==> config.mk <==
export PLATFORM = sky130hd
export DESIGN_NAME = rc4_decrypt_core
export DESIGN_NICKNAME = d
export VERILOG_FILES = /design/src/rtl/rc4_pkg.sv /design/src/rtl/rc4_decrypt_core.sv
export SDC_FILE = /design/constraint.sdc
export NUM_CORES = 1
export LEC_CHECK = 0
export ABC_AREA = 1
export BUFFER_PORTS_ARGS = -buffer_cell sky130_fd_sc_hd__buf_2
export CORE_MARGIN = 2
export CORE_UTILIZATION = 63
export DETAILED_ROUTE_END_ITERATION = 8
export PLACE_DENSITY = 0.95
export SKIP_CTS_REPAIR_TIMING = 1
export SLEW_MARGIN = 20
export SYNTH_ARGS = -nofsm -noshare
export SYNTH_HDL_FRONTEND = slang
export SYNTH_SLANG_ARGS = --single-unit
==> constraint.sdc <==
create_clock -name clk -period 5.3 [get_ports clk]
set_input_delay 0.795 -clock clk [delete_from_list [all_inputs] [get_ports clk]]
set_output_delay 0.795 -clock clk [all_outputs]
set_load 0.05 [all_outputs]
==> src/rtl/rc4_pkg.sv <==
// Shared types and constants for the RC4 candidate-key decryption core.
package rc4_pkg;

   localparam int MSG_LEN   = 32;
   localparam int KEY_BYTES = 3;
   localparam int ADDR_W    = $clog2(MSG_LEN);

   localparam logic [7:0] CHAR_A  = 8'h61;
   localparam logic [7:0] CHAR_Z  = 8'h7A;
   localparam logic [7:0] CHAR_SP = 8'h20;

   typedef enum logic [4:0] {
      ST_LOAD,
      ST_INIT,
      ST_KSA_RD_I,
      ST_KSA_WT_I,
      ST_KSA_RD_J,
      ST_KSA_WT_J,
      ST_KSA_WR_I,
      ST_KSA_WR_J,
      ST_PRGA_RD_I,
      ST_PRGA_WT_I,
      ST_PRGA_RD_J,
      ST_PRGA_WT_J,
      ST_PRGA_WR_I,
      ST_PRGA_WR_J,
      ST_PRGA_RD_F,
      ST_PRGA_WT_F,
      ST_WRITE_OUT,
      ST_CHECK,
      ST_DONE
   } rc4_state_e;

   // Plaintext is accepted only if it is lowercase ASCII or a space.
   function automatic logic is_valid_char(input logic [7:0] b);
      return ((b >= CHAR_A) && (b <= CHAR_Z)) || (b == CHAR_SP);
   endfunction

endpackage

==> src/rtl/rc4_decrypt_core.sv <==
// RC4 (KSA + PRGA) decryption of a ciphertext ROM under a latched candidate key,
// with per-byte plaintext check and a finish/valid result for the search controller.
module rc4_decrypt_core
   import rc4_pkg::*;
(
   input  logic              clk,
   input  logic              rst,
   // Handshake: a one-cycle start aborts any run and latches key; finish is a
   // level held until the next start, and valid is meaningful only while finish=1.
   input  logic              start,
   input  logic [21:0]       key,
   output logic [7:0]        s_addr,
   output logic [7:0]        s_wdata,
   output logic              s_wren,
   input  logic [7:0]        s_rdata,
   output logic [ADDR_W-1:0] rom_addr,
   input  logic [7:0]        rom_rdata,
   output logic [ADDR_W-1:0] dram_addr,
   output logic [7:0]        dram_wdata,
   output logic              dram_wren,
   output logic              finish,
   output logic              valid,
   output rc4_state_e        dbg_state
);

   rc4_state_e        state, state_n;
   logic [21:0]       key_q, key_n;
   logic [7:0]        i, i_n, j, j_n, si, si_n, sj, sj_n;
   logic [ADDR_W-1:0] k, k_n;
   logic [1:0]        kc, kc_n;
   logic [7:0]        key_byte;

   logic [7:0]        s_addr_n, s_wdata_n, dram_wdata_n;
   logic              s_wren_n, dram_wren_n, finish_n, valid_n;
   logic [ADDR_W-1:0] rom_addr_n, dram_addr_n;

   assign dbg_state = state;

   always_comb begin
      case (kc)
         2'd0:    key_byte = {2'b00, key_q[21:16]};
         2'd1:    key_byte = key_q[15:8];
         default: key_byte = key_q[7:0];
      endcase
   end

   always_comb begin
      state_n      = state;
      key_n        = key_q;
      i_n          = i;
      j_n          = j;
      k_n          = k;
      kc_n         = kc;
      si_n         = si;
      sj_n         = sj;
      s_addr_n     = s_addr;
      s_wdata_n    = s_wdata;
      s_wren_n     = 1'b0;
      rom_addr_n   = rom_addr;
      dram_addr_n  = dram_addr;
      dram_wdata_n = dram_wdata;
      dram_wren_n  = 1'b0;
      finish_n     = finish;
      valid_n      = valid;

      if (start || state == ST_LOAD) begin
         state_n  = ST_INIT;
         key_n    = key;
         i_n      = 8'd0;
         j_n      = 8'd0;
         k_n      = '0;
         kc_n     = 2'd0;
         finish_n = 1'b0;
         valid_n  = 1'b0;
      end else begin
         case (state)
            ST_INIT: begin
               if (i == 8'hFF) begin
                  state_n = ST_KSA_RD_I;
                  i_n     = 8'd0;
                  j_n     = 8'd0;
                  kc_n    = 2'd0;
               end else begin
                  i_n = i + 8'd1;
               end
            end
            ST_KSA_RD_I: state_n = ST_KSA_WT_I;
            ST_KSA_WT_I: begin
               si_n    = s_rdata;
               j_n     = j + s_rdata + key_byte;
               state_n = ST_KSA_RD_J;
            end
            ST_KSA_RD_J: state_n = ST_KSA_WT_J;
            ST_KSA_WT_J: begin
               sj_n    = s_rdata;
               state_n = ST_KSA_WR_I;
            end
            ST_KSA_WR_I: state_n = ST_KSA_WR_J;
            ST_KSA_WR_J: begin
               kc_n = (kc == 2'(KEY_BYTES - 1)) ? 2'd0 : kc + 2'd1;
               if (i == 8'hFF) begin
                  // PRGA pre-increments i, so its first byte reads S[1].
                  state_n = ST_PRGA_RD_I;
                  i_n     = 8'd1;
                  j_n     = 8'd0;
                  k_n     = '0;
               end else begin
                  state_n = ST_KSA_RD_I;
                  i_n     = i + 8'd1;
               end
            end
            ST_PRGA_RD_I: state_n = ST_PRGA_WT_I;
            ST_PRGA_WT_I: begin
               si_n    = s_rdata;
               j_n     = j + s_rdata;
               state_n = ST_PRGA_RD_J;
            end
            ST_PRGA_RD_J: state_n = ST_PRGA_WT_J;
            ST_PRGA_WT_J: begin
               sj_n    = s_rdata;
               state_n = ST_PRGA_WR_I;
            end
            ST_PRGA_WR_I: state_n = ST_PRGA_WR_J;
            ST_PRGA_WR_J: state_n = ST_PRGA_RD_F;
            ST_PRGA_RD_F: state_n = ST_PRGA_WT_F;
            ST_PRGA_WT_F: begin
               dram_wdata_n = s_rdata ^ rom_rdata;
               state_n      = ST_WRITE_OUT;
            end
            ST_WRITE_OUT: state_n = ST_CHECK;
            ST_CHECK: begin
               if (!is_valid_char(dram_wdata)) begin
                  state_n  = ST_DONE;
                  finish_n = 1'b1;
                  valid_n  = 1'b0;
               end else if (k == ADDR_W'(MSG_LEN - 1)) begin
                  state_n  = ST_DONE;
                  finish_n = 1'b1;
                  valid_n  = 1'b1;
               end else begin
                  state_n = ST_PRGA_RD_I;
                  i_n     = i + 8'd1;
                  k_n     = k + ADDR_W'(1);
               end
            end
            default: ;
         endcase
      end

      // Memory-side outputs are decoded from the state being entered so they
      // come straight out of flops during that state.
      case (state_n)
         ST_INIT: begin
            s_addr_n  = i_n;
            s_wdata_n = i_n;
            s_wren_n  = 1'b1;
         end
         ST_KSA_RD_I, ST_PRGA_RD_I: s_addr_n = i_n;
         ST_KSA_RD_J, ST_PRGA_RD_J: s_addr_n = j_n;
         ST_KSA_WR_I, ST_PRGA_WR_I: begin
            s_addr_n  = i_n;
            s_wdata_n = sj_n;
            s_wren_n  = 1'b1;
         end
         ST_KSA_WR_J, ST_PRGA_WR_J: begin
            s_addr_n  = j_n;
            s_wdata_n = si_n;
            s_wren_n  = 1'b1;
         end
         ST_PRGA_RD_F: begin
            s_addr_n   = si_n + sj_n;
            rom_addr_n = k_n;
         end
         ST_WRITE_OUT: begin
            dram_addr_n = k_n;
            dram_wren_n = 1'b1;
         end
         default: ;
      endcase
   end

   always_ff @(posedge clk or posedge rst) begin
      if (rst) begin
         state      <= ST_LOAD;
         key_q      <= '0;
         i          <= '0;
         j          <= '0;
         k          <= '0;
         kc         <= '0;
         si         <= '0;
         sj         <= '0;
         s_addr     <= '0;
         s_wdata    <= '0;
         s_wren     <= 1'b0;
         rom_addr   <= '0;
         dram_addr  <= '0;
         dram_wdata <= '0;
         dram_wren  <= 1'b0;
         finish     <= 1'b0;
         valid      <= 1'b0;
      end else begin
         state      <= state_n;
         key_q      <= key_n;
         i          <= i_n;
         j          <= j_n;
         k          <= k_n;
         kc         <= kc_n;
         si         <= si_n;
         sj         <= sj_n;
         s_addr     <= s_addr_n;
         s_wdata    <= s_wdata_n;
         s_wren     <= s_wren_n;
         rom_addr   <= rom_addr_n;
         dram_addr  <= dram_addr_n;
         dram_wdata <= dram_wdata_n;
         dram_wren  <= dram_wren_n;
         finish     <= finish_n;
         valid      <= valid_n;
      end
   end

endmodule

==> results.sh, run 1 <==
export IMPL_antenna_found_initial=0
export IMPL_dr_pass1_iters=8
export IMPL_yosysWarnings=0
export IMPL_slew_headroom_pct=47.08
export IMPL_final_area_um2=7036
export IMPL_start_kind="flop"
export IMPL_hold_viol_final=0
export IMPL_clk_pin_slew_ns=0.11
export IMPL_drt_total_wl_mm=15.76
export IMPL_finalCriticalPeriod_ns=3.923
export IMPL_dp_cells=1025
export IMPL_cp_cell_sequence="inv_2 > nand3_1 > nand2_1 > inv_2 > nand2_4 > nand2_1 > o21ai_0 > ha_1 > fa_1 > nand2_1 > nand2_1 > a21oi_1 > or2_2 > nand2_1 > a21oi_1 > xor2_1 > nor2_1 > a21oi_1 > nand2_1 > nand2_1 > nand2_1"
export IMPL_fp_dieW_um=104.4
export IMPL_rsz0062_at_grt="no"
export IMPL_drive_gt1_share_pct=18.28
export IMPL_cts_sinks=104
export IMPL_worstPathMaxFanout=31
export IMPL_finalSetupViolCount=0
export IMPL_grt_max_degree=67
export IMPL_fin_skew_ns=0.01329
export IMPL_drv_slew=0
export IMPL_die_area_um2=10890
export IMPL_p_leak_nw=3.816
export IMPL_placed_area_um2=6855
export IMPL_die_y_um=104.4
export IMPL_rr_endpoint="s_addr[6]"
export IMPL_nNetsFinal=970
export IMPL_cpMaxStageDelayCell="dfrtp_1"
export IMPL_fillCellCount=732
export IMPL_cts_inserted_buffers=9
export IMPL_synthCells=822
export IMPL_hold_end="key_q[9]"
export IMPL_r2r_start="dbg_state[4]"
export IMPL_grt_pass1_vias=5654
export IMPL_crit_path_end_kind="flop"
export IMPL_grt_ovfl_total=0
export IMPL_hp_class="reg -> reg"
export IMPL_grt_first_pass_wirelength_mm=26.45
export IMPL_syn_num_nets=889
export IMPL_h_tree_depth=3
export IMPL_clkLatencyLatePin_ns=0.37
export IMPL_ios=84
export IMPL_critical_path_max_stage_delay_ns=0.58
export IMPL_cts_tree="done"
export IMPL_hold_depth=2
export IMPL_status="complete, no violations"
export IMPL_dp_hpwl_mm=11.63
export IMPL_ys_types=44
export IMPL_ctsLongestPathBuffers=2
export IMPL_row_count=36
export IMPL_crit_path_frequent_cell="nand2_1"
export IMPL_power_density_nw_per_um2=204.7
export IMPL_cp_data_required_time_ns=5.57
export IMPL_fin_setup_tns_ns=0
export IMPL_synth_avg_cell_area_um2=7.720
export IMPL_vias=5964
export IMPL_layout_commonest_cell="nand2_1"
export IMPL_holdWs_ns=0.4793
export IMPL_mostFrequentLayoutCells="nand2_1 (243), dfrtp_1 (104), inv_1 (88), buf_2 (83), o21ai_0 (66)"
export IMPL_ys_ff_latch=104
export IMPL_post_route_util_pct=71.98
export IMPL_fmax_mhz=254.9
export IMPL_coreArea_um2=9774
export IMPL_gp_congestion=0.9086
export IMPL_insertedDiodeCount=0
export IMPL_arrival_ns=4.19
export IMPL_root_buffer="clkbuf_8"
export IMPL_initial_core_util_pct=64.93
export IMPL_drt_iter0_drc=406
export IMPL_fin_cells=1041
export IMPL_cap_violations=0
export IMPL_syn_area_um2=6346
export IMPL_ff2ff_path_depth=21
export IMPL_yosysSeqAreaShare_pct=41.01
export IMPL_reg2reg_slack_ns=1.38
export IMPL_crit_type="reg -> reg"
export IMPL_finalCritPeriodShare_pct=74.02
export IMPL_portBuffers=83
export IMPL_drc_errors=0
export IMPL_vias_per_cell=5.729
export IMPL_wire_per_inst_um=15.14
export IMPL_min_from="key_q[9]"
export IMPL_grt_use_total_pct=29.82
export IMPL_ant_nets=0
export IMPL_ir_drop_v=0.0001453
export IMPL_worstMarginPinSlew_ns=0.7937
export IMPL_synthToLayoutAreaGrowth_pct=10.86
## final cells by class
cell class,instances,area [um^2],area share [%]
multi-input cells,601,3266,46.42
flip-flops and latches,104,2603,36.99
repair buffers,85,430.4,6.118
inverters,102,390.4,5.549
well taps,133,166.4,2.365
clock buffers,9,123.9,1.761
clock inverters,7,56.30,0.8003
## cells in the mapped netlist, drive strengths merged
cell / count / area [um^2]
nand3b: 2 / 27.53
o31ai: 1 / 7.510
o21ai: 67 / 339.1
dfrtp: 104 / 2603
nand4: 5 / 37.53
clkbuf: 9 / 33.78
ha: 23 / 287.8
inv: 100 / 380.4
a22oi: 7 / 52.55
a211oi: 5 / 37.54
fa: 3 / 60.06
nor3: 5 / 25.02
o22ai: 8 / 50.05
xor2: 12 / 105.1
nand2: 263 / 1072
o21bai: 1 / 18.77
nand3: 56 / 335.3
o211ai: 5 / 37.54
nor2: 62 / 317.8
xnor2: 9 / 78.83
and2: 1 / 8.760
a41oi: 1 / 8.760
o221ai: 1 / 8.760
o311ai: 1 / 8.760
clkinv: 2 / 7.510
or2: 6 / 37.54
buf: 6 / 56.30
a31oi: 5 / 31.28
a21oi: 52 / 271.5
## metal layers
| layer | global-route usage [%] | routed length (um) |
|---|---|---|
| met5 | 0 | 0 |
| met4 | 13.03 | 660 |
| met3 | 4.261 | 1044 |
| met2 | 50.28 | 7692 |
| met1 | 38.30 | 6367 |
## worst max-delay path, delay by kind of cell, from the launching register on
kind | cells | cell delay, ns
simple gates | 12 | 1.15
fa+ha+maj | 2 | 0.69
buf+inv | 2 | 0.63
compound gates | 4 | 0.58
flops | 1 | 0.58
xor+xnor | 1 | 0.17
## power breakdown
| part | internal [W] | leakage [nW] | total, W | switching (W) |
|---|---|---|---|---|
| clock network | 0.000177 | 0.0890 | 0.000465 | 0.000288 |
| logic | 0.0000489 | 2.36 | 0.000152 | 0.000103 |
| registers | 0.000813 | 1.37 | 0.000824 | 0.0000105 |
## per-stage QoR
| step | setup slack, ns | power, W |
|---|---|---|
| finish | 1.377 | 0.001441 |
| global route | 0.9682 | 0.001496 |
| CTS | 1.401 | 0.001444 |
| detailed placement | 1.346 | 0.0009880 |
| global placement | 1.497 | 0.0009814 |
| floorplan | 1.677 | 0.0009380 |
## kinds of logic (layout without fill, tap and decap cells)
kind of cell / count (synthesis) / in the layout / synth area share, %
compound gates: 154 / 154 / 13.74
xor+xnor: 21 / 21 / 2.898
fa+ha+maj: 26 / 26 / 5.481
buf+inv: 117 / 203 / 7.532
flops: 104 / 104 / 41.01
simple gates: 400 / 400 / 29.34
## state kept, by name, indices dropped and copies added (netlist names), 8 cells and up
name,cells
dram_wdata,8
i,8
j,8
key_q,22
s_addr,8
s_wdata,8
si,8
sj,8
## worst max path at each step
stage / startpoint / to / slack (ns) / cells after the start
floorplan: dbg_state[1] / s_addr[6] / 1.68 / 22
global placement: start / s_addr[6] / 1.50 / 21
detailed placement: start / s_addr[6] / 1.35 / 21
CTS: dbg_state[4] / s_addr[6] / 1.40 / 21
global route: dbg_state[4] / s_addr[6] / 0.97 / 21
finish: dbg_state[4] / s_addr[6] / 1.38 / 21
Note: power is estimated with default switching activity, not from simulation.
==> run 2, diff against run 1 <==
--- a/config.mk
+++ b/config.mk
@@ -8,9 +8,9 @@
 export ABC_AREA = 1
 export BUFFER_PORTS_ARGS = -buffer_cell sky130_fd_sc_hd__buf_2
 export CORE_MARGIN = 2
-export CORE_UTILIZATION = 63
+export CORE_UTILIZATION = 53
 export DETAILED_ROUTE_END_ITERATION = 8
-export PLACE_DENSITY = 0.95
+export PLACE_DENSITY = 0.86
 export SKIP_CTS_REPAIR_TIMING = 1
 export SLEW_MARGIN = 20
 export SYNTH_ARGS = -nofsm -noshare
==> constraint.sdc (replaced) <==
create_clock -name clk -period 3.4 [get_ports clk]
set_input_delay 0.51 -clock clk [delete_from_list [all_inputs] [get_ports clk]]
set_output_delay 0.51 -clock clk [all_outputs]
set_load 0.05 [all_outputs]
==> run 2 against run 1 <==
Fmax increased by 25%; clock-buffer cell count stayed put; sequential cell count unchanged; cell count up 3.2%; die area up 18%; sequential power is 55% higher; first-iteration DRC count decreased by 2.2%; power grew 84%; critical path depth did not move; global-route usage is 3.9 points lower; sequential share of layout area fell by 1.7 points; design area up 5.2%; critical path type unchanged; critical endpoint unchanged; highest routed layer unchanged.
==> results.sh, run 2 (same netlist as run 1, synthesis figures left out) <==
export IMPL_h_tree_depth=3
export IMPL_placed_area_um2=7033
export IMPL_portBuffers=83
export IMPL_ff2ff_path_depth=21
export IMPL_antenna_found_initial=1
export IMPL_cts_sinks=104
export IMPL_vias=5886
export IMPL_status="complete, no violations"
export IMPL_worstPathMaxFanout=7
export IMPL_fmax_mhz=317.5
export IMPL_cts_inserted_buffers=9
export IMPL_rr_endpoint="s_addr[6]"
export IMPL_ios=84
export IMPL_r2r_start="dbg_state[4]"
export IMPL_dp_cells=1054
export IMPL_p_sw_share_pct=24.58
export IMPL_cts_tree="done"
export IMPL_coreArea_um2=11560
export IMPL_drt_iter0_drc=397
export IMPL_fin_ws_ns=0.2505
export IMPL_wire_per_inst_um=15.13
export IMPL_fp_dieW_um=113.4
export IMPL_grt_first_pass_wirelength_mm=26.58
export IMPL_p_leak_nw=3.985
export IMPL_grt_pass1_vias=5520
export IMPL_clk_pin_slew_ns=0.07
export IMPL_fillCellCount=941
export IMPL_grt_ovfl_total=0
export IMPL_p_int_w=0.001997
export IMPL_synthToLayoutAreaGrowth_pct=16.62
export IMPL_rsz0062_at_grt="no"
export IMPL_reg2reg_slack_ns=0.25
export IMPL_vias_per_cell=5.480
export IMPL_start_kind="flop"
export IMPL_clockPowerShare_pct=42.5
export IMPL_ant_nets=0
export IMPL_mostFrequentLayoutCells="nand2_1 (241), dfrtp_1 (99), inv_1 (88), buf_2 (83), o21ai_0 (65)"
export IMPL_grt_use_total_pct=25.87
export IMPL_cap_violations=0
export IMPL_dr_pass1_iters=8
export IMPL_grt_max_degree=49
export IMPL_finalCritPeriodShare_pct=92.63
export IMPL_post_place_ws_ns=0.001559
export IMPL_slew_headroom_pct=52.02
export IMPL_fin_skew_ns=0.009664
export IMPL_drive_gt1_share_pct=21.40
export IMPL_largest_register="key_q"
export IMPL_row_count=39
export IMPL_fin_cells=1074
export IMPL_hold_viol_final=0
export IMPL_finalSetupViolCount=0
export IMPL_die_y_um=113.4
export IMPL_initial_core_util_pct=54.87
export IMPL_ctsLongestPathBuffers=2
export IMPL_power_frac_comb_pct=9.1
export IMPL_power_share_sequential_pct=48.5
export IMPL_cp_data_required_time_ns=3.65
export IMPL_power_density_nw_per_um2=357.8
export IMPL_clkLatencyLatePin_ns=0.36
export IMPL_crit_path_end_kind="flop"
export IMPL_hp_class="in -> async"
export IMPL_ir_drop_v=0.0002269
export IMPL_switchingPower_w=0.0006508
export IMPL_dp_hpwl_mm=12.20
export IMPL_root_buffer="clkbuf_16"
export IMPL_fin_setup_tns_ns=0
export IMPL_crit_type="reg -> reg"
export IMPL_arrival_ns=3.40
export IMPL_largest_reg_flops=22
export IMPL_drv_slew=0
export IMPL_drt_total_wl_mm=16.25
export IMPL_die_area_um2=12870
export IMPL_holdWs_ns=0.2659
export IMPL_gp_congestion=0.9638
export IMPL_nNetsFinal=992
export IMPL_final_area_um2=7401
export IMPL_drc_errors=0
export IMPL_finalCriticalPeriod_ns=3.150
export IMPL_layout_commonest_cell="nand2_1"
export IMPL_worstMarginPinSlew_ns=0.7171
[run 2: how the worst max path moves through the flow]
stage | slack [ns] | end | depth (start not counted) | start
after global placement | 0.06 | s_addr[7] | 23 | s_rdata[0]
after CTS | 0.18 | s_addr[6] | 22 | dbg_state[1]
final | 0.25 | s_addr[6] | 21 | dbg_state[4]
after floorplan | -0.03 | s_addr[6] | 23 | dbg_state[4]
after detailed placement | 0.002 | s_addr[7] | 23 | s_rdata[0]
after global routing | 0.008 | s_addr[6] | 21 | dbg_state[3]
[run 2: critical path: stages (launching register included)]
cell	delay, ns
dfrtp_2	0.50
inv_4	0.14
nand3_1	0.10
nand2_2	0.09
inv_2	0.08
nand2_4	0.12
buf_4	0.14
o21ai_0	0.10
ha_1	0.25
fa_1	0.38
nand2_1	0.07
nand2_1	0.05
a21oi_1	0.14
or2_2	0.14
nand2_1	0.06
a21oi_2	0.15
xor2_1	0.17
nor2_1	0.07
a21oi_1	0.13
nand2_1	0.07
nand2_1	0.06
nand2_1	0.04
[run 2: power by group through the flow]
stage / registers (W) / logic, W / clock network, W
finish: 0.00128 / 0.000240 / 0.00112
global route: 0.00129 / 0.000271 / 0.00118
CTS: 0.00128 / 0.000241 / 0.00113
detailed placement: 0.00131 / 0.000239 / 0
global placement: 0.00131 / 0.000233 / 0
floorplan: 0.00132 / 0.000138 / 0
[run 2: stage by stage]
stage                     utilization, %  total power [W]
final                              63.99         0.002648
after global routing               63.99         0.002736
after CTS                          63.56         0.002654
after detailed placement           60.81         0.001545
after global placement             60.81         0.001538
after floorplan                        -         0.001462
[run 2: per-layer routing]
layer	vias to the layer above	GRT usage (%)	share of wire [%]
met2	210	43.51	48
li1	2883	-	-
met5	-	0	0
met1	2748	33.95	43
met4	0	12.03	3.7
met3	45	2.604	5.4
[run 2: layout make-up]
type / count / area, um^2 / area share, %
Clock inverter: 7 / 92.59 / 1.251
Multi-Input combinational cell: 602 / 3298 / 44.56
Tap cell: 143 / 178.9 / 2.418
Antenna cell: 1 / 2.502 / 0.03381
Sequential cell: 104 / 2609 / 35.25
Timing Repair Buffer: 106 / 600.6 / 8.115
Clock buffer: 9 / 225.2 / 3.043
Inverter: 102 / 394.1 / 5.325
